## config.mk

```make
export PLATFORM = sky130hd
export DESIGN_NAME = button_press_classifier_flat
export DESIGN_NICKNAME = d
export VERILOG_FILES = /design/src/rtl/btn_pkg.sv /design/src/rtl/button_press_classifier_if.sv /design/src/rtl/btn_timer.sv /design/src/rtl/button_press_classifier.sv /design/src/flat_wrapper.sv
export SDC_FILE = /design/constraint.sdc
export NUM_CORES = 1
export LEC_CHECK = 0
export CORE_ASPECT_RATIO = 1.4
export CORE_UTILIZATION = 28
export CTS_CLUSTER_SIZE = 40
export DETAILED_ROUTE_END_ITERATION = 6
export DONT_BUFFER_PORTS = 1
export GPL_ROUTABILITY_DRIVEN = 0
export GPL_TIMING_DRIVEN = 0
export PLACE_DENSITY_LB_ADDON = 0.3
export SYNTH_ARGS = -nofsm -noshare
export SYNTH_HDL_FRONTEND = slang
export SYNTH_HIERARCHICAL = 1
export SYNTH_SLANG_ARGS = --single-unit
```

## constraint.sdc

```tcl
create_clock -name clk -period 3.86 [get_ports clk]
set_input_delay 0.579 -clock clk [delete_from_list [all_inputs] [get_ports clk]]
set_output_delay 0.579 -clock clk [all_outputs]
set_load 0.005 [all_outputs]
```

## src/rtl/btn_pkg.sv

```systemverilog
// Shared types and defaults for the button press classifier.
// Holds the FSM state encoding, the event enum and the default cycle counts.
package btn_pkg;

  localparam int LONG_CYCLES_DEF   = 50_000_000;
  localparam int GAP_CYCLES_DEF    = 25_000_000;
  localparam int REPEAT_CYCLES_DEF = 10_000_000;

  // State encoding kept as plain constants so legacy code can compare raw codes.
  typedef logic [2:0] state_t;
  localparam state_t ST_IDLE      = 3'd0;
  localparam state_t ST_PRESS1    = 3'd1;
  localparam state_t ST_LONG_HELD = 3'd2;
  localparam state_t ST_WAIT2     = 3'd3;
  localparam state_t ST_PRESS2    = 3'd4;

  // Event chosen for the next cycle; decoded into the one-cycle output pulses.
  typedef enum logic [2:0] {
    EV_NONE,
    EV_SHORT,
    EV_LONG,
    EV_DOUBLE,
    EV_REPEAT
  } event_t;

  function automatic int max3(input int a, input int b, input int c);
    int m;
    m = (a > b) ? a : b;
    return (m > c) ? m : c;
  endfunction

  // Counter width able to hold every terminal count (largest period minus one).
  function automatic int cnt_width(input int long_c, input int gap_c, input int rep_c);
    int w;
    w = $clog2(max3(long_c, gap_c, rep_c));
    return (w < 1) ? 1 : w;
  endfunction

endpackage

```

## src/rtl/button_press_classifier_if.sv

```systemverilog
// Signal bundle between the debounce/edge stage, the classifier and its consumers.
// master: the side driving the button inputs; slave: the classifier itself.
interface button_press_classifier_if;

  logic level;
  logic p_edge;
  logic n_edge;
  logic short_press;
  logic long_press;
  logic double_click;
  logic repeat_pulse;
  logic busy;

  modport master (
    output level, p_edge, n_edge,
    input  short_press, long_press, double_click, repeat_pulse, busy
  );

  modport slave (
    input  level, p_edge, n_edge,
    output short_press, long_press, double_click, repeat_pulse, busy
  );

endinterface

```

## src/rtl/btn_timer.sv

```systemverilog
// Saturating cycle counter with synchronous clear and count enable.
// tc is high while the count equals tc_value; the caller picks the period per state.
module btn_timer #(
  parameter int W = 4
) (
  input  logic         clk,
  input  logic         reset,
  input  logic         clear,
  input  logic         enable,
  input  logic [W-1:0] tc_value,
  output logic         tc
);

  localparam logic [W-1:0] CNT_MAX = '1;

  logic [W-1:0] cnt;

  // Count up while enabled, stop at all-ones instead of wrapping; clear wins.
  // NOTE: sequential state uses <= so every flop samples pre-edge values.
  always_ff @(posedge clk or posedge reset) begin
    if (reset) begin
      cnt <= '0;
    end else if (clear) begin
      cnt <= '0;
    end else if (enable && (cnt != CNT_MAX)) begin
      cnt <= cnt + W'(1);
    end
  end

  assign tc = (cnt == tc_value);

endmodule

```

## src/rtl/button_press_classifier.sv

```systemverilog
// Classifies debounced button gestures into short press, long press and double
// click, each reported as a one-cycle registered pulse.
// Optional feature macro: BTN_AUTOREPEAT_EN enables repeat_pulse ticks while a
// long press is held; without it repeat_pulse is tied low.
module button_press_classifier
  import btn_pkg::*;
#(
  parameter int LONG_CYCLES   = LONG_CYCLES_DEF,
  parameter int GAP_CYCLES    = GAP_CYCLES_DEF,
  parameter int REPEAT_CYCLES = REPEAT_CYCLES_DEF
) (
  input  logic                      clk,
  input  logic                      reset,
  button_press_classifier_if.slave  bus
);

  localparam int CNT_W = cnt_width(LONG_CYCLES, GAP_CYCLES, REPEAT_CYCLES);

  localparam logic [CNT_W-1:0] LONG_TC   = CNT_W'(LONG_CYCLES - 1);
  localparam logic [CNT_W-1:0] GAP_TC    = CNT_W'(GAP_CYCLES - 1);
  localparam logic [CNT_W-1:0] REPEAT_TC = CNT_W'(REPEAT_CYCLES - 1);

  state_t           state;
  state_t           state_nxt;
  event_t           ev_nxt;
  logic             t_clear;
  logic             t_enable;
  logic [CNT_W-1:0] tc_value;
  logic             tc;

  logic pe;
  logic ne;
  logic rel;
  logic short_q;
  logic long_q;
  logic double_q;
  logic busy_q;

  // Simultaneous edges are an upstream fault and cancel each other out.
  assign pe  = bus.p_edge & ~bus.n_edge;
  assign ne  = bus.n_edge & ~bus.p_edge;
  // A low level while still holding counts as the release even if n_edge was lost.
  assign rel = ne | ~bus.level;

  // Period compared by the shared timer depends only on the current state.
  assign tc_value = (state == ST_PRESS1) ? LONG_TC :
                    (state == ST_WAIT2)  ? GAP_TC  : REPEAT_TC;

  btn_timer #(.W(CNT_W)) u_timer (
    .clk      (clk),
    .reset    (reset),
    .clear    (t_clear),
    .enable   (t_enable),
    .tc_value (tc_value),
    .tc       (tc)
  );

`ifdef BTN_AUTOREPEAT_EN
  logic held_entry;
  logic repeat_q;

  // Flags the first cycle spent in LONG_HELD so the repeat period restarts there.
  always_ff @(posedge clk or posedge reset) begin
    if (reset) begin
      held_entry <= 1'b0;
    end else begin
      held_entry <= (state_nxt == ST_LONG_HELD) && (state != ST_LONG_HELD);
    end
  end
`endif

  // Next state, next event and timer control for the gesture FSM.
  always_comb begin
    // NOTE: defaults first so every path assigns every signal and no latch is inferred.
    state_nxt = state;
    ev_nxt    = EV_NONE;
    t_clear   = 1'b0;
    t_enable  = 1'b0;
    case (state)
      ST_IDLE: begin
        t_clear = 1'b1;
        if (pe) begin
          state_nxt = ST_PRESS1;
        end
      end
      ST_PRESS1: begin
        if (rel) begin
          state_nxt = ST_WAIT2;
          t_clear   = 1'b1;
        end else if (tc) begin
          state_nxt = ST_LONG_HELD;
          ev_nxt    = EV_LONG;
          t_clear   = 1'b1;
        end else begin
          t_enable  = 1'b1;
        end
      end
      ST_LONG_HELD: begin
        if (rel) begin
          state_nxt = ST_IDLE;
          t_clear   = 1'b1;
        end
`ifdef BTN_AUTOREPEAT_EN
        else if (held_entry) begin
          t_clear   = 1'b1;
        end else if (tc) begin
          ev_nxt    = EV_REPEAT;
          t_clear   = 1'b1;
        end else begin
          t_enable  = 1'b1;
        end
`endif
      end
      ST_WAIT2: begin
        if (pe) begin
          state_nxt = ST_PRESS2;
          ev_nxt    = EV_DOUBLE;
          t_clear   = 1'b1;
        end else if (tc) begin
          state_nxt = ST_IDLE;
          ev_nxt    = EV_SHORT;
          t_clear   = 1'b1;
        end else begin
          t_enable  = 1'b1;
        end
      end
      ST_PRESS2: begin
        if (rel) begin
          state_nxt = ST_IDLE;
        end
      end
      default: begin
        state_nxt = ST_IDLE;
        t_clear   = 1'b1;
      end
    endcase
  end

  // State register plus registered one-hot decode of the chosen event.
  always_ff @(posedge clk or posedge reset) begin
    if (reset) begin
      state    <= ST_IDLE;
      short_q  <= 1'b0;
      long_q   <= 1'b0;
      double_q <= 1'b0;
      busy_q   <= 1'b0;
    end else begin
      state    <= state_nxt;
      short_q  <= (ev_nxt == EV_SHORT);
      long_q   <= (ev_nxt == EV_LONG);
      double_q <= (ev_nxt == EV_DOUBLE);
      busy_q   <= (state_nxt != ST_IDLE);
    end
  end

`ifdef BTN_AUTOREPEAT_EN
  // Registered repeat tick, decoded from the same event as the other pulses.
  always_ff @(posedge clk or posedge reset) begin
    if (reset) begin
      repeat_q <= 1'b0;
    end else begin
      repeat_q <= (ev_nxt == EV_REPEAT);
    end
  end

  assign bus.repeat_pulse = repeat_q;
`else
  assign bus.repeat_pulse = 1'b0;
`endif

  assign bus.short_press  = short_q;
  assign bus.long_press   = long_q;
  assign bus.double_click = double_q;
  assign bus.busy         = busy_q;

endmodule

```

## src/flat_wrapper.sv

```systemverilog
// flat-port wrapper written by rule: the top's interface ports become plain ports
module button_press_classifier_flat import btn_pkg::*;
#(
  parameter int LONG_CYCLES   = LONG_CYCLES_DEF,
  parameter int GAP_CYCLES    = GAP_CYCLES_DEF,
  parameter int REPEAT_CYCLES = REPEAT_CYCLES_DEF
)
  (clk, reset, bus_level, bus_p_edge, bus_n_edge, bus_short_press, bus_long_press, bus_double_click, bus_repeat_pulse, bus_busy);
  button_press_classifier_if bus_i ();
  input  logic clk;
  input  logic reset;
  input wire logic [$bits(bus_i.level)-1:0] bus_level;
  input wire logic [$bits(bus_i.p_edge)-1:0] bus_p_edge;
  input wire logic [$bits(bus_i.n_edge)-1:0] bus_n_edge;
  output wire logic [$bits(bus_i.short_press)-1:0] bus_short_press;
  output wire logic [$bits(bus_i.long_press)-1:0] bus_long_press;
  output wire logic [$bits(bus_i.double_click)-1:0] bus_double_click;
  output wire logic [$bits(bus_i.repeat_pulse)-1:0] bus_repeat_pulse;
  output wire logic [$bits(bus_i.busy)-1:0] bus_busy;
  assign bus_i.level = bus_level;
  assign bus_i.p_edge = bus_p_edge;
  assign bus_i.n_edge = bus_n_edge;
  assign bus_short_press = bus_i.short_press;
  assign bus_long_press = bus_i.long_press;
  assign bus_double_click = bus_i.double_click;
  assign bus_repeat_pulse = bus_i.repeat_pulse;
  assign bus_busy = bus_i.busy;
  button_press_classifier #(.LONG_CYCLES(LONG_CYCLES), .GAP_CYCLES(GAP_CYCLES), .REPEAT_CYCLES(REPEAT_CYCLES)) u_core (.clk(clk), .reset(reset), .bus(bus_i));
endmodule
```

Word level (Yosys, flattened, before mapping):

Index checks and enable logic that the tools add are counted.

* register bits after elaboration: 33
* input port bits: 5
* output and inout port bits: 5

* $add $sub $neg: 1
* equality and inequality tests: 9
* mux-type cells: 25
* bitwise logic cells: 6
* reductions and logical operators: 5

Operator list (number)
* $mux W26: 3
* $add A26 B1 Y26 const B: 1
* $eq A26 B26 Y1: 1
* $ne A26 B26 Y1 const B: 1
* $mux W25: 1
* $mux W3: 8
* $eq A3 B2 Y1 const B: 4
* $pmux W3 S4: 1
* $mux W1: 8
* $eq A3 B1 Y1 const B: 2
* $pmux W3 S2: 1
* $pmux W1 S4: 1
* $eq A3 B3 Y1 const B: 1
* $logic_not A3 Y1: 1
* $not A1 Y1: 3
* $reduce_bool A3 Y1: 1
* $and A1 B1 Y1: 2
* $mux W2: 1
* $pmux W1 S2: 1
* $reduce_bool A2 Y1: 1
* $reduce_or A2 Y1: 1
* $logic_and A1 B1 Y1: 1
* $or A1 B1 Y1: 1

Longest topological paths before layout:

* depth in word-level cells: 10
* mapped depth: 16

Hierarchy:

Netlist, hierarchy kept.

Modules (own cells, without submodules)
* btn_timer: times used 1, cells each 193, area each 1794.2 sq um
* button_press_classifier: times used 1, cells each 51, area each 427.9 sq um

Worst setup path after synthesis:

Ideal clock, no wire load.

* path type: flip-flop to flip-flop
* start point: reg u_core.state[2]
* end point: reg u_core.u_timer.cnt[20]
* library setup time: 0.132 ns
* arrival: 3.155 ns
* setup slack: 0.573 ns
* cell stages (with the launch flop): 17
* path through: dfrtp_1 buf_6 nand2b_4 inv_1 nand2_1 inv_1 xor2_1 nor4_1 nand3_1 nor4_1 clkbuf_1 nor3_1 nand4_1 or3_1 nor4_1 xnor2_1 nor2_1

* word-level cells in the longest chain between the ends: 9
* elaborated cells on any way between the ends: 18
* those cells by class: eq/ne (5); mux (11); reduce/logical (2)

Ends and longest elaborated chain
* from (decl): line button_press_classifier.sv:23 `state_t state;`
* from (signal assigned): line button_press_classifier.sv:148 `state <= state_nxt;`
* $eq A3 B2 Y1: line button_press_classifier.sv:47 `(state == ST_WAIT2) ? GAP_TC : REPEAT_TC;`
* $mux W25: line button_press_classifier.sv:47
* $mux W26 (*): line button_press_classifier.sv:46 `assign tc_value = (state == ST_PRESS1) ? LONG_TC :`
* via u_core.tc_value[10]: line button_press_classifier.sv:28 `logic [CNT_W-1:0] tc_value;`
* $eq A26 B26 Y1 (*): line btn_timer.sv:30 `assign tc = (cnt == tc_value);`
* via u_core.tc: line button_press_classifier.sv:29 `logic tc;`
* $mux W1 (*): line button_press_classifier.sv:90, button_press_classifier.sv:119
* $mux W1 (on tied branches): line button_press_classifier.sv:115, button_press_classifier.sv:87
* $pmux W1 S2 (*): line button_press_classifier.sv:79 `case (state)`
* via u_core.t_enable: line button_press_classifier.sv:27 `logic t_enable;`
* $logic_and A1 B1 Y1 (*): line btn_timer.sv:25 `end else if (enable && (cnt != CNT_MAX)) begin`
* $reduce_bool A2 Y1 (no line) (*)
* to (signal assigned): line btn_timer.sv:26 `cnt <= cnt + W'(1);`
* to (decl): line btn_timer.sv:16 `logic [W-1:0] cnt;`

The timed path passes the listed nets; every way through them passes the cells marked *.
A chain may end at the register's enable or synchronous reset.

Worst setup path after layout:

Same ends and word-level chain as after synthesis.

==> results.yml <==
yosys:
  netlist_area_mm2: 0.00222
  ys_seq_area_share_pct: 37.2
  synth_most_common_cell: "dfrtp_1"
  yosysTopAreaCell: "dfrtp_1"
  synth_top_area_share_pct: 37.2
  ys_seq_elements: 33
  ys.flop_type: "dfrtp_1"
  yosys_warnings: 6
  syn_area_per_cell_um2: 9.11
  synthArstFlopShare_pct: 100
  synth_common_cells: "33 x dfrtp_1, 22 x xor2_1, 19 x nor2_1, 15 x a21oi_1, 14 x nand2_1"
  netlist_instances: 244
  synth.distinct_cells: 48
  synth.area.top_cells: "dfrtp_1 37%, xor2_1 8.7%, xnor2_1 5.1%"
  synth_edf_count: 0
critical_path:
  cp_data_arrival_time_ns: 3.65
  worstSetupStartpoint: "u_core/state[2]"
  reg2reg_slack_ns: 0.37
  rr_startpoint: "u_core/state[2]"
  cp.required_ns: 4.02
  r2r_end: "u_core/u_timer/cnt[20]"
  critPathCaptureType: "flip-flop"
  path_class: "flip-flop to flip-flop"
  r2r_cells: 16
  start_kind: "flip-flop"
  path_max_fanout: 8
timing:
  hold_violations: 0
  skew_ns: 0.0109
  max_freq_mhz: 287
  finalSetupViolCount: 0
  setup-tns-final_ns: 0
  hold_ws_ns: 0.119
  fin_ws_ns: 0.373
  drv_slew: 0
  max_slew_margin_pct: 25.9
  period_needed_ns: 3.49
  rsz0062_at_grt: "false"
  tightest_slew_ns: 1.11
  fin_crit_sh_pct: 90.3
route:
  drc: 0
  drt-initial-drc-count: 89
  via_per_inst: 5.11
  dr.pass1.iters: 4
  vias: 1850
  wire_per_inst_um: 15.0
  antenna_left: 0
  wl_met2_um: 2880
  met1_length_um: 2200
  wl_met3_um: 120
  top_layer: "met4"
  wirelength_um: 5420
clock_network:
  root_buffer: "clkbuf_8"
  tritoncts: "done"
  path_clk_slew_ns: 0.06
  clockBufferDepth: 2
  cts_setup_buffers: 0
  ctsHoldBuffers: 0
  h-tree-depth: 2
  cts_num_sinks: 33
  cts_buffers: 5
  clkLatencyLatePin_ns: 0.29
placement:
  hpwl_um: 4120
  pre_cts_ws_ns: -0.184
  io_buffers: 0
  place_area_mm2: 0.00238
power_and_ir_drop:
  p_int_mw: 0.676
  clkPwrFrac_pct: 22.6
  comb_power_share_pct: 42.8
  p_seq_share_pct: 34.6
  power.density_mw_per_mm2: 446
  p_total_mw: 1.11
  p_leak_nw: 0.973
  swShare_pct: 39.0
  p_sw_mw: 0.432
  peakVddDrop_mv: 0.206
run:
  maxCapViolations: 0
worst_hold_path:
  hold_path.class: "input port to asynchronous set/reset pin"
cells_and_area:
  syn2layout_area_growth_pct: 11.8
  antenna_cells: 0
  num-nets-final: 267
  fin_area_mm2: 0.00248
  drive_gt1_share_pct: 13.7
floorplanning:
  rows: 38
  ioPinCount: 10
  dieArea_mm2: 0.00830
  die_h_um: 107
  die_width_um: 77.3
  start_util_pct: 28.8
  coreArea_mm2: 0.00770
grt:
  antenna_found_initial: 0
  grt_pass1_vias: 1860
  grt_start_max_net_pins: 27
  track_usage_pct: 14.2
  grt_overflow: 0
  grt_pass1_wl_um: 9160
run_status:
  status: "finished, final reports clean"
-- per-layer routing --
| layer | track usage [%] | vias to the layer above |
|---|---|---|
| li1 | - | 904 |
| met1 | 15.3 | 891 |
| met4 | 9.70 | 0 |
| met3 | 1.86 | 16 |
| met5 | 0 | - |
| met2 | 25.5 | 39 |
-- cell usage in the layout, fill, tap and decap left out, types with 7 or more instances in the layout --
master   count
xor2_1      22
nand4_1     11
nand3_1      9
xnor2_1     13
nor3_1       7
nand2_1     14
nor4_1      11
o21ai_0      7
inv_1        7
o31ai_1      7
nor2_1      19
dfrtp_1     33
a21oi_1     15
conb_1      12
-- what timing repair did --
item | in CTS | in global routing
pin swaps | 0 | 1
setup endpoints to repair | 10 | 19
gates resized for setup | 1 | 6
-- stage by stage --
stage / utilization (%) / instances
after CTS: 32.1 / 362
final: 32.2 / 362
after floorplan: - / 254
after global placement: 31.0 / 354
after detailed placement: 31.0 / 354
after global routing: 32.2 / 362
-- area by class of cell --
| class | instances | area, µm² |
|---|---|---|
| Buffer | 14 | 119 |
| Clock buffer | 8 | 80.1 |
| Fill cell | 811 | 5220 |
| Inverter | 7 | 26.3 |
| Multi-Input combinational cell | 200 | 1310 |
| Sequential cell | 33 | 826 |
| Tap cell | 100 | 125 |
-- sequential cells by signal, indices dropped and copies added, names as in the netlist --
register / count
u_core/bus.double_click: 1
u_core/state: 3
u_core/u_timer/cnt: 26
u_core/bus.short_press: 1
u_core/bus.busy: 1
u_core/bus.long_press: 1
-- how the worst max path moves through the flow --
stage | endpoint | slack (ns) | depth (start not counted)
6_report | u_core/u_timer/cnt[20] | 0.37 | 16
5_1_grt | u_core/u_timer/cnt[20] | 0.008 | 16
4_1_cts | u_core/u_timer/cnt[12] | 0.09 | 16
3_5_place_dp | u_core/u_timer/cnt[12] | -0.18 | 16
3_3_place_gp | u_core/u_timer/cnt[12] | -0.11 | 16
2_1_floorplan | u_core/u_timer/cnt[20] | 0.57 | 16
-- critical path: stages, from the launching register on --
cell      delay, ns
dfrtp_1        0.37
buf_6          0.13
nand2b_4       0.18
inv_1          0.22
nand2_1        0.24
inv_1          0.23
xor2_1         0.17
nor4_1         0.08
nand3_1        0.07
nor4_1         0.05
clkbuf_2       0.18
nor3_4         0.31
nand4_1        0.19
or3_1          0.41
nor4_1         0.33
xnor2_1        0.16
nor2_1         0.05
-- logic make-up (layout without fill, tap and decap cells) --
group / count (synthesis) / after routing / synth area share (%)
AOI/OAI and AO/OA: 43 / 43 / 13.0
xor gates and xnor gates: 35 / 35 / 13.8
adders and majority gates: 1 / 1 / 0.563
buffers and inverters: 21 / 29 / 6.42
DFF: 33 / 33 / 37.2
muxes: 2 / 2 / 0.957
other: 2 / 12 / 0.338
and+or+nand+nor: 107 / 107 / 27.8
-- power groups by stage --
stage	Combinational, mW	Sequential, mW	Clock [mW]
CTS	0.469	0.384	0.263
global route	0.529	0.385	0.272
floorplan	0.364	0.386	0
detailed placement	0.464	0.390	0
global placement	0.466	0.389	0
finish	0.475	0.383	0.251
No activity file was read; power rests on OpenSTA's default activity.
